<file path="config.mk">
export PLATFORM = sky130hd
export DESIGN_NAME = ddr_req_master
export DESIGN_NICKNAME = d
export VERILOG_FILES = /design/src/rtl/ddr_req_master.sv
export SDC_FILE = /design/constraint.sdc
export NUM_CORES = 1
export LEC_CHECK = 0
export BUFFER_PORTS_ARGS = -buffer_cell sky130_fd_sc_hd__buf_2
export CAP_MARGIN = 20
export CORE_AREA = 2 2 652 654
export DETAILED_ROUTE_END_ITERATION = 10
export DIE_AREA = 0 0 654 656
export SLEW_MARGIN = 20
export SYNTH_ARGS = -nofsm -noshare
export SYNTH_HDL_FRONTEND = slang
export SYNTH_SLANG_ARGS = --single-unit
</file>
<file path="constraint.sdc">
create_clock -name clk -period 2.4 [get_ports clk]
set_input_delay 0.24 -clock clk [delete_from_list [all_inputs] [get_ports clk]]
set_output_delay 0.24 -clock clk [all_outputs]
set_load 0.02 [all_outputs]
</file>
<file path="src/rtl/ddr_req_master.sv">
// DDR request master: round-robin arbitration between fetch and LSU requesters,
// one transaction in flight, registered DDR request fields and a sticky timeout flag.
module ddr_req_master #(
   parameter int unsigned ADDR_W  = 64,
   parameter int unsigned BURST_W = 512,
   parameter int unsigned TIMEOUT = 1024
) (
   input  logic               clk,
   input  logic               rst_n,
   input  logic               fetch_req_valid,
   input  logic [ADDR_W-1:0]  fetch_req_addr,
   output logic               fetch_req_ready,
   output logic               fetch_resp_valid,
   output logic [BURST_W-1:0] fetch_resp_data,
   input  logic               lsu_req_valid,
   input  logic               lsu_req_write,
   input  logic [ADDR_W-1:0]  lsu_req_addr,
   input  logic [63:0]        lsu_req_wdata,
   input  logic [63:0]        lsu_req_wmask,
   output logic               lsu_req_ready,
   output logic               lsu_resp_valid,
   output logic [63:0]        lsu_resp_rdata,
   output logic               ddr_chip_enable,
   output logic               ddr_write_enable,
   output logic               ddr_burst_mode,
   output logic [ADDR_W-1:0]  ddr_address,
   output logic [63:0]        ddr_access_write_mask,
   output logic [63:0]        ddr_access_write_data,
   output logic [63:0]        ddr_l2_burst_write_data,
   input  logic [BURST_W-1:0] ddr_fetch_burst_read_inst,
   input  logic [63:0]        ddr_access_read_data,
   input  logic               ddr_ready,
   output logic               err_timeout
);

   typedef enum logic [1:0] {IDLE, ISSUE, RESP} state_t;

   localparam int unsigned       CNT_W     = (TIMEOUT > 1) ? $clog2(TIMEOUT) : 1;
   localparam logic [CNT_W-1:0]  TMO_LAST  = CNT_W'(TIMEOUT - 1);
   localparam logic [ADDR_W-1:0] LINE_MASK = {{(ADDR_W-6){1'b1}}, 6'b000000};

   state_t               state_q;
   logic                 prefer_lsu_q;
   logic                 src_fetch_q;
   logic [CNT_W-1:0]     timer_q;
   logic [CNT_W-1:0]     timer_d;
   logic                 ce_q;
   logic                 we_q;
   logic                 burst_q;
   logic [ADDR_W-1:0]    addr_q;
   logic [63:0]          wmask_q;
   logic [63:0]          wdata_q;
   logic                 fetch_resp_valid_q;
   logic [BURST_W-1:0]   fetch_resp_data_q;
   logic                 lsu_resp_valid_q;
   logic [63:0]          lsu_resp_rdata_q;
   logic                 err_q;
   logic                 grant_lsu;
   logic                 grant_fetch;

   // Grant is decided from live valids; rst_n gating keeps both readies low during reset.
   always_comb begin
      grant_lsu   = 1'b0;
      grant_fetch = 1'b0;
      if (rst_n && state_q == IDLE) begin
         grant_lsu   = lsu_req_valid && (!fetch_req_valid || prefer_lsu_q);
         grant_fetch = fetch_req_valid && !grant_lsu;
      end
      timer_d = timer_q + CNT_W'(1);
   end

   always_ff @(posedge clk or negedge rst_n) begin
      if (!rst_n) begin
         state_q            <= IDLE;
         prefer_lsu_q       <= 1'b1;
         src_fetch_q        <= 1'b0;
         timer_q            <= '0;
         ce_q               <= 1'b0;
         we_q               <= 1'b0;
         burst_q            <= 1'b0;
         addr_q             <= '0;
         wmask_q            <= '0;
         wdata_q            <= '0;
         fetch_resp_valid_q <= 1'b0;
         fetch_resp_data_q  <= '0;
         lsu_resp_valid_q   <= 1'b0;
         lsu_resp_rdata_q   <= '0;
         err_q              <= 1'b0;
      end else begin
         case (state_q)
            IDLE: begin
               if (grant_lsu || grant_fetch) begin
                  state_q      <= ISSUE;
                  prefer_lsu_q <= grant_fetch;
                  src_fetch_q  <= grant_fetch;
                  timer_q      <= '0;
                  ce_q         <= 1'b1;
                  if (grant_fetch) begin
                     burst_q <= 1'b1;
                     we_q    <= 1'b0;
                     addr_q  <= fetch_req_addr & LINE_MASK;
                     wdata_q <= '0;
                     wmask_q <= '0;
                  end else begin
                     burst_q <= 1'b0;
                     we_q    <= lsu_req_write;
                     addr_q  <= lsu_req_addr;
                     wdata_q <= lsu_req_wdata;
                     wmask_q <= lsu_req_wmask;
                  end
               end
            end
            ISSUE: begin
               if (ddr_ready || timer_q == TMO_LAST) begin
                  state_q <= RESP;
                  ce_q    <= 1'b0;
                  if (!ddr_ready) begin
                     err_q <= 1'b1;
                  end
                  // A timed-out transaction still answers its source, with zero data.
                  if (src_fetch_q) begin
                     fetch_resp_valid_q <= 1'b1;
                     fetch_resp_data_q  <= ddr_ready ? ddr_fetch_burst_read_inst : '0;
                  end else begin
                     lsu_resp_valid_q <= 1'b1;
                     lsu_resp_rdata_q <= (ddr_ready && !we_q) ? ddr_access_read_data : '0;
                  end
               end else begin
                  timer_q <= timer_d;
               end
            end
            RESP: begin
               state_q            <= IDLE;
               fetch_resp_valid_q <= 1'b0;
               lsu_resp_valid_q   <= 1'b0;
            end
            default: begin
               state_q <= IDLE;
            end
         endcase
      end
   end

   assign fetch_req_ready         = grant_fetch;
   assign lsu_req_ready           = grant_lsu;
   assign fetch_resp_valid        = fetch_resp_valid_q;
   assign fetch_resp_data         = fetch_resp_data_q;
   assign lsu_resp_valid          = lsu_resp_valid_q;
   assign lsu_resp_rdata          = lsu_resp_rdata_q;
   assign ddr_chip_enable         = ce_q;
   assign ddr_write_enable        = we_q;
   assign ddr_burst_mode          = burst_q;
   assign ddr_address             = addr_q;
   assign ddr_access_write_mask   = wmask_q;
   assign ddr_access_write_data   = wdata_q;
   assign ddr_l2_burst_write_data = '0;
   assign err_timeout             = err_q;

endmodule

</file>
Yosys cells after proc, flatten, opt, wreduce, memory -nomap -nowiden
Cells that the tools add are included.
{ "totals": {"register_bits": 788, "inputBits": 838, "output_inout_bits": 840, "elab_cells": 72} }
{ "classes": {"add_sub_neg": 1, "eq_ne": 8, "n_mux": 24, "bitwise_logic": 2, "n_reduce_logical": 22} }
{ "ops": {"columns": ["op", "n"], "rows": [
  ["$mux 512", 1],
  ["$mux 64", 4],
  ["$reduce_and 3->1", 7],
  ["$mux 10", 2],
  ["$pmux 10 s2", 1],
  ["$add 10x1->10 const B", 1],
  ["$eq 10x10->1 const B", 1],
  ["$mux 1", 10],
  ["$ne 2x2->1 const B", 4],
  ["$pmux 1 s2", 3],
  ["$logic_and 1x1->1", 4],
  ["$mux 2", 2],
  ["$pmux 2 s2", 1],
  ["$reduce_and 2->1", 2],
  ["$reduce_bool 2->1", 2],
  ["$logic_not 1->1", 3],
  ["$logic_or 1x1->1", 3],
  ["$eq 2x1->1 const B", 1],
  ["$eq 2x2->1 const B", 1],
  ["$logic_not 2->1", 1],
  ["$ne 2x1->1 const B", 1],
  ["$not 1->1", 2]
]} }

Depth between registers and ports, before layout
Gate-level depths: netlist (run 1).
{ "logic_depth": {"word_depth": 9, "ltp_mapped": 8} }

Worst setup path before layout (run 1)
No wires, ideal clock.
{ "synth_path": {"path_type": "register to register", "start": "register timer_q[0]", "end": "register fetch_resp_data_q[100] (netlist: fetch_resp_data[100])", "setup_ns": 0.066, "arrival_time_ns": 1.731, "required_time_ns": 2.334, "path_slack_ns": 0.603, "stages_incl_launch_ff": 9, "path_buffers": 3, "period_less_slack_ns": 1.797, "path_cell_list": "dfrtp_1 ha_1 and3_2 a31oi_2 nand3b_4 buf_6 buf_6 buf_6 a22o_1"} }
{ "synth_via": {"elab_chain_len": 3} }
{ "synth_rtl": {"columns": ["element", "line", "rtl"], "rows": [
  ["start: declaration", "45", "logic [CNT_W-1:0] timer_q;"],
  ["start signal: assignment", "129", "timer_q <= timer_d;"],
  ["$eq 10x10->1", "114", "if (ddr_ready || timer_q == TMO_LAST) begin"],
  ["$logic_or 1x1->1", "114", null],
  ["$reduce_and 3->1 (no line)", null, null],
  ["end signal: assignment", "123", "fetch_resp_data_q <= ddr_ready ? ddr_fetch_burst_read_inst : '0;"],
  ["end: declaration", "54", "logic [BURST_W-1:0] fetch_resp_data_q;"]
]} }
Every way passes these cells.
A chain may end at the register's enable or synchronous reset.

Final worst setup path (run 1)
{ "layout_path": {"start": "register state_q[0]", "end": "output port lsu_req_ready"} }
{ "layout_via": {"elab_chain_len": 3} }
{ "layout_rtl": {"columns": ["element", "line", "rtl"], "rows": [
  ["start: declaration", "42", "state_t state_q;"],
  ["start signal: assignment", "74", "state_q <= IDLE;"],
  ["start signal: assignment", "93", "state_q <= ISSUE;"],
  ["start signal: assignment", "115", "state_q <= RESP;"],
  ["$logic_not 2->1", "65", "if (rst_n && state_q == IDLE) begin"],
  ["$logic_and 1x1->1", "65", null],
  ["$mux 1", "65", null],
  ["end: declaration", "20", "output logic lsu_req_ready,"]
]} }
Every way passes these cells.

==> Flow_metrics.wiki, run 1 <==
{| class="wikitable"
! Metric !! Value
|-
| Final Hold Vio Count || 0
|-
| Maximum clock skew at final layout || 42.99 ps
|-
| Number of buffers on the longest clock path || 4
|-
| Number of non-filler instances in the completed layout || around 11000
|-
| Most frequent cell on the critical path || sky130_fd_sc_hd__buf_6
|-
| Leading cell type in the layout, fill and taps excluded || sky130_fd_sc_hd__buf_2
|-
| GR Util All Layers || 16.15%
|-
| Inst Count DP || ~9500
|-
| Data arrival, critical path || ~2000 ps
|-
| Final core area utilization || 13.65%
|-
| Total of flip-flops plus latches after synthesis || 787
|-
| Level count of the clock H-tree || 3
|-
| Number of global-route vias before repair || between 30000 and 40000
|-
| I/O pin total || ~1700
|-
| Capturing element type of the critical path || primary output
|-
| Leakage power || between 20 and 30 nW
|-
| RD Place Congestion || roughly 0.98
|-
| Peak VDD IR || 0.6435 mV
|-
| Number of antenna violations at the first check in global routing || about 350
|-
| Die span in x || approximately 650 um
|-
| Startpoint class of the critical path || flip-flop
|-
| Transition time of the tightest slew-check pin || around 960 ps
|-
| Crit path kind || reg -> out
|-
| Top flip-flop cell by instance count after synthesis || sky130_fd_sc_hd__dfrtp_1
|-
| Slew Viols, Final || 0
|-
| Per-instance average area after synthesis || between 10 and 15 um^2
|-
| Synth unique cells || 46
|-
| Residual antenna-violating net count after detailed routing || 0
|-
| Final critical-path setup slack || between 100 and 150 ps
|-
| Routed length per placed instance || around 34 um
|-
| Final period demand of the worst path || approximately 2300 ps
|-
| Clock tree from TritonCTS || yes
|-
| First-pass iteration count of the detailed router || 5
|-
| Number of fillers in the final layout || ~48000
|-
| Max Fanout on Critical Path || 2
|-
| Number of warnings issued by yosys || 0
|-
| Placeable core region || 422200 um^2
|-
| Die area || about 430000 um^2
|-
| Count of routing violations after the opening detailed-route iteration || approximately 2400
|-
| Effective utilization at floorplan || approximately 7.2%
|-
| Vias after detailed routing || approximately 32000
|-
| Worst path max stage delay || 400 ps
|-
| Register area share after synthesis || approximately two thirds
|-
| Final wirelength || 359.1 mm
|-
| Clock Pin Slew Worst Setup and Hold Paths || about 80 ps
|-
| Pin count of the biggest net entering global routing || roughly 140
|-
| Post-DP HPWL || between 300 and 400 mm
|-
| Max-cap viol count || 0
|-
| Critical-path cell with the highest stage delay || sky130_fd_sc_hd__dfrtp_1
|-
| Share of flip-flops with an asynchronous set or reset || 100.0%
|-
| Max_slew headroom || 36.24%
|-
| Layout area overhead || 90.33%
|-
| Fraction of final layout cells with drive strength greater than 1 || 39.18%
|-
| Commonest non-fill, non-tap cells in the layout || sky130_fd_sc_hd__buf_2 (1604), sky130_fd_sc_hd__dlygate4sd3_1 (838), sky130_fd_sc_hd__dfrtp_1 (786)
|-
| Count of flip-flops with a built-in enable after synthesis || 0
|-
| Average via count per standard cell || around 3.1
|-
| Post-route design area || ~58000 um^2
|-
| Number of nets at the end of the flow || 5673
|-
| F_max || 0.4385 GHz
|-
| Clock root cell || sky130_fd_sc_hd__clkbuf_16
|-
| Final setup viols || 0
|-
| # clock sinks || a little under 800
|-
| Mapped Area || roughly 30000 um^2
|-
| DRC violation count after routing || 0
|-
| Std-Cell Rows || between 200 and 250
|-
| Status || complete, no violations
|-
| Total grt overflow || 0
|-
| Port Buffers || about 1600
|-
| Required time worst endpoint || 2160 ps
|-
| Hold Path Class || in -> reg
|-
| RSZ-0062 raised after global routing || yes
|-
| First-pass GRT wire length || ~430 mm
|-
| List of cells traversed by the critical path || nor3b_4, buf_6, buf_6, nand2_4, a21oi_4, buf_6
|-
| Worst-skew pair later-pin latency || about 860 ps
|-
| Worst Setup Slack post-DPL || between 80 and 90 ps
|-
| Final critical-path share of the clock period || 95.01%
|-
| Die height || between 600 and 700 um
|-
| Post-synthesis cell count || around 2400
|-
| Cell area after placement || 45140 um^2
|-
| PwrDens || 1325 nW/um^2
|-
| Num CTS Buffers || around 110
|}
## worst max-delay path: cells and delay by family, from the launching register on
family | cells | cell delay [ps]
flops | 1 | 400
compound gates | 1 | 130
buf+inv | 3 | 410
simple gates | 2 | 250
## kinds of logic after synthesis
kind of cell,after synthesis,share of synthesized area [%]
muxes,64,2.115
xor gates and xnor gates,1,0.02892
buffers and inverters,330,6.911
AOI/OAI and AO/OA,730,19.57
and+or+nand+nor,442,6.299
DFF,787,65.02
other,1,0.01238
adders and majority gates,1,0.04130
## flip-flops by register name, summed over array words and instances (netlist names), 2 cells and up
name	flops
fetch_resp_data	512
ddr_access_write_data	64
ddr_access_write_mask	64
ddr_address	64
lsu_resp_rdata	64
timer_q	10
state_q	2
## synth_stat cells, drive strengths merged (2+ instances only)
master	instances	area, um^2
o21ai	6	33.78
o21a	2	16.27
a31o	2	17.52
a21oi	140	700.7
a31oi	4	46.29
nor3	6	35.03
clkbuf	45	171.4
nand2b	2	12.51
buf	217	1667
and3	63	395.4
a211o	3	26.28
inv	67	251.5
dfrtp	786	19670
nand2	347	1303
a22o	513	4493
nor2	8	30.03
a221o	58	580.6
nand3	6	35.03
mux2i	64	640.6
## layer usage
metal	vias to the layer above	GRT usage (%)	share of wire [%]
met2	2064	30.25	52
met4	42	3.960	3.8
met3	830	7.181	11
met1	16090	16.07	34
li1	13460	-	-
met5	-	0.01120	0.080
## stage by stage
step / setup TNS, ps / hold WS [ps] / total power, mW
2_1_floorplan: 0 / -55.59 / 35.92
3_3_place_gp: 0 / 277.0 / 58.48
3_5_place_dp: 0 / 279.7 / 58.54
4_1_cts: -20.13 / 0.1030 / 78.50
5_1_grt: -75.90 / 71.04 / 80.21
6_report: 0 / 132.0 / 76.41
## worst paths after layout
path | start | end | slack [ps] | cells after the start
max in group asynchronous | rst_n | ddr_address[16] | 360 | 6
setup / recovery | state_q[0] | lsu_req_ready | 120 | 6
hold / removal | fetch_req_addr[28] | ddr_address[28] | 130 | 3
min in group asynchronous | rst_n | fetch_resp_data[483] | 620 | 4
setup reg to reg | timer_q[0] | fetch_resp_data[305] | 120 | 8
hold reg to reg | lsu_resp_valid | lsu_resp_valid | 480 | 1
## power breakdown
part	total [mW]	internal, mW	switching, mW
registers	22.6	19.0	3.64
clock network	17.5	10.4	7.13
logic	36.2	9.80	26.4
total	76.4	39.2	37.2
## final cells by class
cell class	instances	area (um^2)	share of cell area, %
Antenna cell	75	187.7	0.3255
Clock buffer	136	2989	5.185
Clock inverter	50	729.5	1.265
Inverter	68	271.5	0.4709
Multi-Input combinational cell	1302	8797	15.26
Sequential cell	787	19700	34.16
Tap cell	5663	7086	12.29
Timing Repair Buffer	2566	17880	31.01
Timing Repair inverter	2	17.52	0.03038
## timing repair
item | CTS | global route
pin swaps | 1 | 1
gates cloned | 3 | 0
gates resized for setup | 17 | 3
setup buffers | 9 | 0
endpoints found under the hold margin | 1097 | 0
setup endpoints to repair | 2 | 31
hold buffers | 838 | 0
(Power assumes the default switching activity.)
==> run 2, diff against run 1 <==
- RECOVER_POWER: unset -> 100
==> run 2 against run 1 <==
Via count about the same; global-route usage unchanged; power decreased by 1.3%; core utilization decreased by 0.16 points; fmax decreased by 0.18%; sequential power about the same; combinational power decreased by 3%; critical endpoint is now fetch_resp_data[305].
==> Flow_metrics.wiki, run 2 (synthesis gave the netlist of run 1 again) <==
{| class="wikitable"
! Metric !! Value
|-
| Number of global-route vias before repair || 32250
|-
| Clock Pin Slew Worst Setup and Hold Paths || about 70 ps
|-
| PwrDens || around 1300 nW/um^2
|-
| Worst-skew pair later-pin latency || 860 ps
|-
| Number of fillers in the final layout || 48280
|-
| Required time worst endpoint || approximately 3200 ps
|-
| Slew Viols, Final || 0
|-
| Effective utilization at floorplan || 7.174%
|-
| Average via count per standard cell || roughly 3
|-
| # clock sinks || 787
|-
| Final period demand of the worst path || between 2000 and 2500 ps
|-
| RSZ-0062 raised after global routing || yes
|-
| Clock tree from TritonCTS || yes
|-
| Transition time of the tightest slew-check pin || between 900 and 1000 ps
|-
| First-pass GRT wire length || 432.9 mm
|-
| First-pass iteration count of the detailed router || 5
|-
| Inst Count DP || 9538
|-
| Startpoint class of the critical path || flip-flop
|-
| Final wirelength || around 360 mm
|-
| Die area || 429000 um^2
|-
| Pin count of the biggest net entering global routing || between 100 and 150
|-
| Max Fanout on Critical Path || 32
|-
| Number of buffers on the longest clock path || 4
|-
| Max-cap viol count || 0
|-
| Max FFs per register || between 500 and 600
|-
| Maximum clock skew at final layout || approximately 44 ps
|-
| Hold slack || approximately 130 ps
|-
| Port Buffers || about 1600
|-
| Crit path kind || reg -> reg
|-
| Commonest non-fill, non-tap cells in the layout || sky130_fd_sc_hd__buf_2 (1088), sky130_fd_sc_hd__dlygate4sd3_1 (838), sky130_fd_sc_hd__dfrtp_1 (786)
|-
| Status || complete, no violations
|-
| Residual antenna-violating net count after detailed routing || 0
|-
| Final Hold Vio Count || 0
|-
| DRC violation count after routing || 0
|-
| Num CTS Buffers || about 110
|-
| Capturing element type of the critical path || flip-flop
|-
| Data arrival, critical path || between 3000 and 4000 ps
|-
| Number of nets at the end of the flow || 5673
|-
| Final setup viols || 0
|-
| Post-DP HPWL || between 300 and 400 mm
|-
| F_max || around 0.44 GHz
|-
| Routed length per placed instance || between 30 and 40 um
|-
| Leading cell type in the layout, fill and taps excluded || sky130_fd_sc_hd__buf_2
|-
| TNS Setup || 0 ps
|-
| Leakage power || 25.54 nW
|-
| Peak VDD IR || around 0.64 mV
|-
| Die height || around 660 um
|-
| Number of non-filler instances in the completed layout || about 11000
|-
| Die span in x || roughly 650 um
|-
| Clock root cell || sky130_fd_sc_hd__clkbuf_16
|-
| Count of routing violations after the opening detailed-route iteration || 2356
|-
| Vias after detailed routing || around 32000
|-
| Total grt overflow || 0
|-
| RD Place Congestion || slightly below 1
|-
| Layout area overhead || 88.05%
|-
| Hold Path Class || in -> reg
|-
| Placeable core region || roughly 420000 um^2
|-
| Fraction of final layout cells with drive strength greater than 1 || 28.59%
|-
| I/O pin total || between 1500 and 2000
|-
| Combined area of the multi-input logic cells || between 8000 and 9000 um^2
|-
| Final critical-path share of the clock period || 95.19%
|-
| GR Util All Layers || between 10% and 20%
|-
| Register cell area after layout || ~20000 um^2
|-
| Max_slew headroom || about a third
|-
| Level count of the clock H-tree || 3
|-
| Number of antenna violations at the first check in global routing || 347
|-
| Std-Cell Rows || 239
|}
-- run 2: layout make-up --
cell class              count  area share [%]
diodes                     69          0.3031
clock buffers             136           5.248
clock inverters            50           1.281
inverters                  68          0.4767
multi-input cells        1302           15.44
flip-flops and latches    787           34.58
well taps                5663           12.44
repair buffers           2566           30.20
repair inverters            2         0.03075
-- run 2: through the flow --
stage / setup slack (ps) / utilization [%] / cell area, um^2 / total power, mW
finish: 115.5 / 13.49 / 56960 / 75.45
global route: -43.20 / 13.48 / 56900 / 79.25
CTS: -12.43 / 13.60 / 57430 / 78.50
detailed placement: 89.16 / 10.69 / 45140 / 58.54
global placement: 96.56 / 10.69 / 45140 / 58.48
floorplan: 602.8 / - / 30530 / 35.92
-- run 2: worst paths after layout --
check	startpoint	slack (ps)	endpoint	cells after the start
max	timer_q[0]	120	fetch_resp_data[305]	8
min	fetch_req_addr[28]	130	ddr_address[28]	3
max reg2reg	timer_q[0]	120	fetch_resp_data[305]	8
min reg2reg	lsu_resp_valid	480	lsu_resp_valid	1
max in group asynchronous	rst_n	150	ddr_address[17]	7
min in group asynchronous	rst_n	610	fetch_resp_data[483]	4
-- run 2: worst max-delay path, cell delays in order (launching register included) --
cell	delay (ps)
sky130_fd_sc_hd__dfrtp_1	400
sky130_fd_sc_hd__ha_1	250
sky130_fd_sc_hd__and3_1	250
sky130_fd_sc_hd__a31oi_2	250
sky130_fd_sc_hd__nand3b_4	220
sky130_fd_sc_hd__buf_12	190
sky130_fd_sc_hd__buf_12	210
sky130_fd_sc_hd__buf_12	210
sky130_fd_sc_hd__a22o_1	160
-- run 2: routing by layer --
metal  global-route usage [%]  vias to the layer above  part of all wire, %
li1                         -                    13470                    -
met1                    16.07                    16040                   34
met2                    30.25                     2059                   51
met3                    7.181                      858                   11
met4                    3.960                       42                  4.2
met5                  0.01120                        -                0.080
-- run 2: power breakdown --
part / internal (mW) / switching (mW) / leakage, nW
sequential: 19.0 / 3.75 / 9.88
clock: 10.4 / 7.14 / 1.82
combinational: 8.70 / 26.5 / 13.8
-- run 2: what timing repair did --
| action | in CTS | in global routing |
|---|---|---|
| setup buffers | 9 | 0 |
| gates resized for setup | 17 | 3 |
| pin swaps | 1 | 1 |
| endpoints found under the hold margin | 1097 | 0 |
| gates cloned | 3 | 0 |
| hold buffers | 838 | 0 |
| setup endpoints to repair | 2 | 31 |
==> run 3, diff against run 2 <==
==> constraint.sdc (replaced) <==
create_clock -name clk -period 2 [get_ports clk]
set_input_delay 0 -clock clk [delete_from_list [all_inputs] [get_ports clk]]
set_output_delay 0 -clock clk [all_outputs]
set_load 0.02 [all_outputs]
==> run 3 against run 2 <==
The flow now finishes with violations (setup timing); non-clock buffer count rose by 788; setup slack got worse by 320 ps; die area did not move; clock skew rose by 15 ps; via count rose by 12%; power rose by 25%.
==> Flow_metrics.wiki, run 3 (synthesis gave the netlist of run 1 again) <==
{| class="wikitable"
! Metric !! Value
|-
| Leading cell type in the layout, fill and taps excluded || sky130_fd_sc_hd__buf_2
|-
| Layout area overhead || 121.0%
|-
| Clock tree from TritonCTS || yes
|-
| RD Place Congestion || between 0.9 and 1
|-
| Die span in x || approximately 650 um
|-
| Number of buffers on the longest clock path || 4
|-
| Status || complete, but fails checks
|-
| Die height || about 660 um
|-
| RSZ-0062 raised after global routing || yes
|-
| Most frequent cell on the critical path || sky130_fd_sc_hd__buf_12
|-
| Slew Viols, Final || 0
|-
| Effective utilization at floorplan || between 7 and 8%
|-
| Std-Cell Rows || roughly 240
|-
| Max-cap viol count || 0
|-
| Startpoint class of the critical path || flip-flop
|-
| F_max || between 0.4 and 0.5 GHz
|-
| # clock sinks || slightly below 800
|-
| Routed length per placed instance || roughly 33 um
|-
| Total grt overflow || 0
|-
| TNS Setup || -9822 ps
|-
| Worst Setup Slack post-DPL || -285.6 ps
|-
| Capturing element type of the critical path || primary output
|-
| Pin count of the biggest net entering global routing || approximately 120
|-
| Final critical-path setup slack || -204.3 ps
|-
| Clock root cell || sky130_fd_sc_hd__clkbuf_16
|-
| Die area || 429000 um^2
|-
| GR Util All Layers || between 10% and 20%
|-
| Violated checks || setup timing
|-
| Final core area utilization || 15.85%
|-
| Max Fanout on Critical Path || 2
|-
| Transition time of the tightest slew-check pin || between 1000 and 1500 ps
|-
| Final setup viols || around 160
|-
| Residual antenna-violating net count after detailed routing || 0
|-
| Max FFs per register || around 500
|-
| Hold slack || ~38 ps
|-
| DRC violation count after routing || 0
|-
| Max_slew headroom || between 20 and 30%
|-
| Worst path max stage delay || between 400 and 500 ps
|-
| Crit path kind || reg -> out
|-
| Number of nets at the end of the flow || between 6000 and 7000
|-
| Count of routing violations after the opening detailed-route iteration || between 2000 and 3000
|-
| Number of fillers in the final layout || roughly 47000
|-
| Number of antenna violations at the first check in global routing || approximately 320
|-
| Placeable core region || ~420000 um^2
|-
| Worst setup slack for register-to-register paths || -160 ps
|-
| Cell area after placement || 45700 um^2
|-
| Leakage power || between 30 and 40 nW
|-
| Final wirelength || 375.3 mm
|-
| Critical-path cell with the highest stage delay || sky130_fd_sc_hd__dfrtp_1
|-
| I/O pin total || ~1700
|-
| PwrDens || about 1400 nW/um^2
|-
| Post-route design area || approximately 67000 um^2
|-
| Data arrival, critical path || approximately 2200 ps
|-
| Level count of the clock H-tree || 3
|-
| Commonest non-fill, non-tap cells in the layout || sky130_fd_sc_hd__buf_2 (1602), sky130_fd_sc_hd__dlygate4sd3_1 (1470), sky130_fd_sc_hd__dfrtp_1 (786)
|-
| Final period demand of the worst path || 2204 ps
|-
| First-pass GRT wire length || between 400 and 500 mm
|-
| List of cells traversed by the critical path || nor3b_4, buf_12, nand3_4, buf_12, inv_16, buf_16, buf_8
|-
| Clock Pin Slew Worst Setup and Hold Paths || around 60 ps
|-
| Fraction of final layout cells with drive strength greater than 1 || roughly 38%
|-
| Final critical-path share of the clock period || 110.2%
|-
| Post-DP HPWL || between 300 and 400 mm
|-
| Peak VDD IR || approximately 0.9 mV
|-
| First-pass iteration count of the detailed router || 7
|-
| Average via count per standard cell || roughly 3.2
|-
| Hold Path Class || in -> reg
|-
| Maximum clock skew at final layout || just under 60 ps
|-
| Port Buffers || 1607
|-
| Worst-skew pair later-pin latency || approximately 900 ps
|-
| Final Hold Vio Count || 0
|-
| Vias after detailed routing || 36400
|-
| Num CTS Buffers || between 100 and 150
|-
| Number of global-route vias before repair || about 36000
|-
| Required time worst endpoint || roughly 2000 ps
|}
==> run 3: path summary, 6_finish.rpt <==
path / start / cells past startpoint / end
worst max register to register: state_q[0] / 9 / ddr_address[51]
worst min register to register: err_timeout / 1 / err_timeout
worst min-delay path: ddr_fetch_burst_read_inst[469] / 3 / fetch_resp_data[469]
min in group asynchronous: rst_n / 3 / fetch_resp_data[292]
worst max-delay path: state_q[0] / 7 / fetch_req_ready
max in group asynchronous: rst_n / 4 / fetch_resp_data[342]
==> run 3: critical path: cells and delay by family, from the launching register on <==
kind,cells,cell delay [ps]
buffers and inverters,5,620
flip-flops,1,410
AND/OR/NAND/NOR,2,320
==> run 3: what timing repair did <==
action,in CTS,in global routing
pin swaps,4,10
gates resized for setup,85,150
cloned,15,49
endpoints found under the setup margin,509,583
hold endpoints to repair,1469,2
buffers inserted,27,28
hold buffers,1469,2
==> run 3: metrics by stage <==
stage | power, mW | instances
after floorplan | 43.11 | 2419
after global placement | 70.26 | 9595
after detailed placement | 70.26 | 9595
after CTS | 95.03 | 11300
after global routing | 98.54 | 11430
final | 94.15 | 11450
==> run 3: power by group <==
group	switching, mW	internal [mW]
Combinational	31.8	14.1
Sequential	4.96	22.8
Clock	8.51	12.0
==> run 3: cell type report <==
cell class	instances	area, um^2	share of cell area (%)
timing repair buffer	3354	26920	40.22
sequential	787	19700	29.43
multi-input combinational	1303	9081	13.57
tap	5663	7086	10.59
clock buffer	142	3030	4.528
clock inverter	53	641.9	0.9590
inverter	68	271.5	0.4057
antenna	83	207.7	0.3103
==> run 3: metal layers <==
layer,global-route usage [%],vias to the layer above,part of all wire (%)
met3,6.678,867,10
met4,5.959,30,5.1
met2,30.34,2360,51
li1,-,15100,-
met5,0,-,0.048
met1,16.48,18050,34
